===== src/rtl/rx_pkg.sv =====
// Shared types for the RX framing controller.
package rx_pkg;

  typedef enum logic [1:0] {
    IDLE    = 2'd0,
    RECEIVE = 2'd1,
    LOAD    = 2'd2
  } rx_state_t;

endpackage


===== src/rtl/rx_bit_timer.sv =====
// Frame cycle timer and bit counter; issues mid-bit shift strobes and the end-of-frame flag.
import rx_pkg::*;

module rx_bit_timer #(
  parameter int CLKS_PER_BIT  = 10,
  parameter int NUM_DATA_BITS = 8
) (
  input  logic clk,
  input  logic n_rst,
  input  logic clear,
  input  logic enable,
  output logic shift_strobe,
  output logic frame_done
);

  localparam int TW = $clog2((NUM_DATA_BITS + 2) * CLKS_PER_BIT);
  localparam int BW = $clog2(NUM_DATA_BITS + 2);

  logic [TW-1:0] timer;
  logic [TW-1:0] target;
  logic [BW-1:0] bit_cnt;

  // Strobe i lands mid-way through bit i+1; the start bit gets no strobe.
  assign target       = TW'((int'(bit_cnt) + 1) * CLKS_PER_BIT + CLKS_PER_BIT / 2);
  assign shift_strobe = enable && (timer == target);
  assign frame_done   = shift_strobe && (bit_cnt == BW'(NUM_DATA_BITS));

  always_ff @(posedge clk or negedge n_rst) begin
    if (!n_rst) begin
      timer   <= '0;
      bit_cnt <= '0;
    end else if (clear) begin
      timer   <= '0;
      bit_cnt <= '0;
    end else if (enable) begin
      timer <= timer + 1'b1;
      if (shift_strobe) bit_cnt <= bit_cnt + 1'b1;
    end
  end

endmodule


===== src/rtl/rx_frame_ctrl.sv =====
// RX framing controller: start detect, strobe sequencing via rx_bit_timer, stop check and byte handoff.
import rx_pkg::*;

module rx_frame_ctrl #(
  parameter int CLKS_PER_BIT  = 10,
  parameter int NUM_DATA_BITS = 8
) (
  input  logic                     clk,
  input  logic                     n_rst,
  input  logic                     serial_in,
  input  logic [NUM_DATA_BITS:0]   packet_data,
  input  logic                     data_read,
  output logic                     shift_strobe,
  output logic [NUM_DATA_BITS-1:0] rx_data,
  output logic                     data_ready,
  output logic                     overrun_error,
  output logic                     framing_error
);

  // [0],[1] synchronizer, [2] previous synchronized value
  logic [2:0] line_pipe;
  logic       fall;
  logic       start;
  logic       frame_done;
  logic       stop_ok;
  rx_state_t  state, state_nxt;

  always_ff @(posedge clk or negedge n_rst) begin
    if (!n_rst) line_pipe <= 3'b111;
    else        line_pipe <= {line_pipe[1:0], serial_in};
  end

  assign fall    = line_pipe[2] & ~line_pipe[1];
  assign start   = (state == IDLE) && fall;
  assign stop_ok = packet_data[NUM_DATA_BITS];

  rx_bit_timer #(
    .CLKS_PER_BIT (CLKS_PER_BIT),
    .NUM_DATA_BITS(NUM_DATA_BITS)
  ) u_timer (
    .clk         (clk),
    .n_rst       (n_rst),
    .clear       (start),
    .enable      (state == RECEIVE),
    .shift_strobe(shift_strobe),
    .frame_done  (frame_done)
  );

  always_comb begin
    state_nxt = state;
    case (state)
      IDLE:    if (fall) state_nxt = RECEIVE;
      RECEIVE: if (frame_done) state_nxt = LOAD;
      LOAD:    state_nxt = IDLE;
      default: state_nxt = IDLE;
    endcase
  end

  always_ff @(posedge clk or negedge n_rst) begin
    if (!n_rst) state <= IDLE;
    else        state <= state_nxt;
  end

  always_ff @(posedge clk or negedge n_rst) begin
    if (!n_rst) begin
      rx_data       <= '0;
      data_ready    <= 1'b0;
      overrun_error <= 1'b0;
      framing_error <= 1'b0;
    end else begin
      if (start) framing_error <= 1'b0;
      if (state == LOAD && stop_ok) begin
        // A read in the load cycle acknowledges the old byte, so no overrun.
        rx_data       <= packet_data[NUM_DATA_BITS-1:0];
        data_ready    <= 1'b1;
        overrun_error <= data_ready & ~data_read;
      end else begin
        if (state == LOAD) framing_error <= 1'b1;
        if (data_read) begin
          data_ready    <= 1'b0;
          overrun_error <= 1'b0;
        end
      end
    end
  end

endmodule


===== config.mk =====
export PLATFORM = sky130hd
export DESIGN_NAME = rx_frame_ctrl
export DESIGN_NICKNAME = d
export VERILOG_FILES = /design/src/rtl/rx_pkg.sv /design/src/rtl/rx_bit_timer.sv /design/src/rtl/rx_frame_ctrl.sv
export SDC_FILE = /design/constraint.sdc
export NUM_CORES = 1
export LEC_CHECK = 0
export CORE_UTILIZATION = 50
export DETAILED_ROUTE_END_ITERATION = 7
export PLACE_DENSITY = 0.8
export SLEW_MARGIN = 30
export SYNTH_ARGS = -nofsm -noshare
export SYNTH_HDL_FRONTEND = slang
export SYNTH_SLANG_ARGS = --single-unit

===== constraint.sdc =====
create_clock -name clk -period 8.8 [get_ports clk]
set_input_delay 1.76 -clock clk [delete_from_list [all_inputs] [get_ports clk]]
set_output_delay 1.76 -clock clk [all_outputs]
set_load 0.02 [all_outputs]

==> flow_summary.toml <==
[routing]
drc = 0
viasPerCell = 5.432
antenna_left = 0
first_iter_violations = 14
first_pass_iters = 4
avgRoutedWirePerCell_um = 13.71
drt_wl_total_um = 2536
vias = 1005

[power_and_ir_drop]
comb_power_share = 0.326
p_per_area_nw_per_um2 = 183.3
swShare = 0.3509
irDropWorstVdd_uv = 158.9
p_int_w = 0.0002057
p_clk_frac = 0.169
p_leak_nw = 0.7662
pwr-share-seq = 0.505
switchingPower_w = 0.0001112

[clocking]
ctsHoldBuffers = 0
htree_levels = 1
worst_skew_pair.late_latency_ns = 0.32
cts_tree = "done"
cts_setup_buffers = 0
cts_sinks = 27
cts.repair.resized = 0
path_clk_slew_ns = 0.14
cts_buffer_depth = 2
cts_buffers = 3
clock-root-buffer = "clkbuf_4"

[synth]
synth_seq_cells = 27
syn_inst = 129
synth.net_count = 151
yosys_warnings = 0
synth.distinct_cells = 33
synth_area_leaders = "dfrtp_1 (42%), ha_1 (7.1%), mux2_2 (6.3%), dfstp_2 (5.6%), xnor2_1 (4.3%)"
netlist_area_um2 = 1419
yosysTopAreaCellShare = 0.4233
avgSynthCellArea_um2 = 11.00
ys_seq_area_frac = 0.4788
yosysTopAreaCell = "dfrtp_1"

[critical_path]
cp_max_fo = 7
cp.required_ns = 7.04
crit_family = "adder cells"
cp.arrival_ns = 3.98
worstSetupPathType = "reg -> out"
cp_slowest_cell = "clkdlybuf4s50_1"
cp_num_buf_inv = 3
critPathCaptureType = "output pin"
crit_path_start_kind = "flop"
worst-path-stages = 12
ff2ff_path_depth = 12
path_cells = "nand3_1 -> xor2_1 -> inv_1 -> ha_1 -> ha_1 -> inv_1 -> fa_1 -> nand3b_1 -> xnor2_2 -> xnor2_1 -> nor4_2 -> clkdlybuf4s50_1"
slowest_delay_ns = 0.66

[finish]
area_growth_pct = 21.87
fin_nets = 178
most-common-layout-cells = "dfrtp_1 (24), clkdlybuf4s50_1 (24), nand2_1 (9), o21ai_0 (9)"
final_core_util = 0.6735
drive_above_1_share = 0.1355
design_area_um2 = 1729
diodes = 0

[sta]
fmax_mhz = 174.2
maxSlewHeadroom = 0.4772
min_period_ns = 5.741
skew_ns = 0.003215
rsz0062_at_grt = "false"
post-route-period-util = 0.6523
slew_violations = 0
tightest_slew_ns = 0.7821
finalSetupViolCount = 0
hold_viol_final = 0
tns_ns = 0

[placement]
io_buffers = 24
placed_cell_area_um2 = 1699
dpl.hpwl_um = 1939
place_congestion = 0.8211

[worst_hold_path]
worstHoldPathCells = 0
hp-class = "reg -> reg"

[outcome]
status = "complete, no violations"

[global_route]
track_usage = 0.1869
grt_pass1_vias = 1003
grt_pass1_wl_um = 4629
overflow = 0
grt_max_degree = 28
antenna_found_initial = 0

[floorplan]
die_h_um = 55.27
die_area_um2 = 3055
rows = 18
core_area_um2 = 2567
boundaryPins = 25
die_w_um = 55.27
start_util = 0.5526

[job]
maxCapViolCount = 0
power groups by stage:
stage	sequential [W]	clock [W]	combinational, W
2_1_floorplan	0.000158	0	0.0000781
3_3_place_gp	0.000162	0	0.0000988
3_5_place_dp	0.000162	0	0.000102
4_1_cts	0.000160	0.0000575	0.000104
5_1_grt	0.000163	0.0000629	0.000117
6_report	0.000160	0.0000534	0.000103
state kept, by name, indices dropped and copies added, names as in the netlist:
signal / cells
data_ready: 1
overrun_error: 1
u_timer.timer: 7
framing_error: 1
line_pipe: 3
rx_data: 8
u_timer.bit_cnt: 4
state: 2
layer usage:
metal  share of wire  global-route usage  up-vias
li1                -                   -      506
met1            0.48              0.2607      482
met5               0                   0        -
met3           0.024             0.03279        2
met2            0.49              0.3064       15
met4          0.0059             0.03929        0
worst register-to-register path, stage by stage (launching register included):
cell	delay (ns)
dfrtp_1	0.46
nand3_1	0.15
xor2_1	0.29
inv_1	0.09
ha_1	0.29
ha_1	0.20
inv_1	0.07
fa_1	0.44
xnor2_1	0.21
xnor2_1	0.16
or3_2	0.56
or4_1	0.42
a21oi_1	0.15
through the flow:
step / cells / total power [W] / hold WS (ns) / setup WS, ns
6_report: 185 / 0.0003169 / 0.3688 / 3.060
5_1_grt: 185 / 0.0003431 / 0.3726 / 2.762
4_1_cts: 185 / 0.0003215 / 0.3710 / 3.028
3_5_place_dp: 181 / 0.0002646 / 0.3476 / 3.426
3_3_place_gp: 181 / 0.0002609 / 0.3498 / 3.534
2_1_floorplan: 129 / 0.0002360 / 0.3452 / 4.058
final timing paths:
check,startpoint,endpoint,slack (ns)
worst max-delay path,u_timer.bit_cnt[2],shift_strobe,3.06
worst min-delay path,line_pipe[0],line_pipe[1],0.37
worst max register to register,u_timer.bit_cnt[2],u_timer.bit_cnt[3],5.27
worst min register to register,line_pipe[0],line_pipe[1],0.37
max in group asynchronous,n_rst,line_pipe[2],6.71
min in group asynchronous,n_rst,u_timer.bit_cnt[2],1.79
cell families after synthesis:
kind of cell	Yosys count	synth area share
flops	27	0.4788
xor+xnor	14	0.1014
simple gates	40	0.1614
mux	9	0.07055
buf+inv	11	0.02910
compound gates	19	0.07407
fa+ha+maj	9	0.08466
layout make-up:
class	count	area, um^2
fillers	200	838.3
inverters	8	30.03
flip-flops and latches	27	679.4
well taps	30	37.54
clock buffers	3	22.52
clock inverters	1	7.507
multi-input cells	91	704.4
repair buffers	25	247.7
Yosys cell counts:
cell	instances
nand2_1	9
clkbuf_1	3
ha_1	8
or4_1	2
xnor2_2	1
o21ai_0	9
fa_1	1
and3_1	2
xnor2_1	7
o31ai_1	3
xnor3_1	1
and4_1	1
nor4b_1	1
mux2i_1	1
xor2_1	5
inv_1	8
o211ai_1	1
nor3_1	1
nand3_1	7
nand2b_1	1
dfstp_2	3
a21oi_1	6
or4b_2	1
and2_1	1
mux2_2	8
or3_2	1
nand4_1	3
nor4_2	1
nand3b_1	2
nor2b_1	1
nor2_1	5
dfrtp_1	24
and3b_1	1
(Power assumes the default switching activity.)
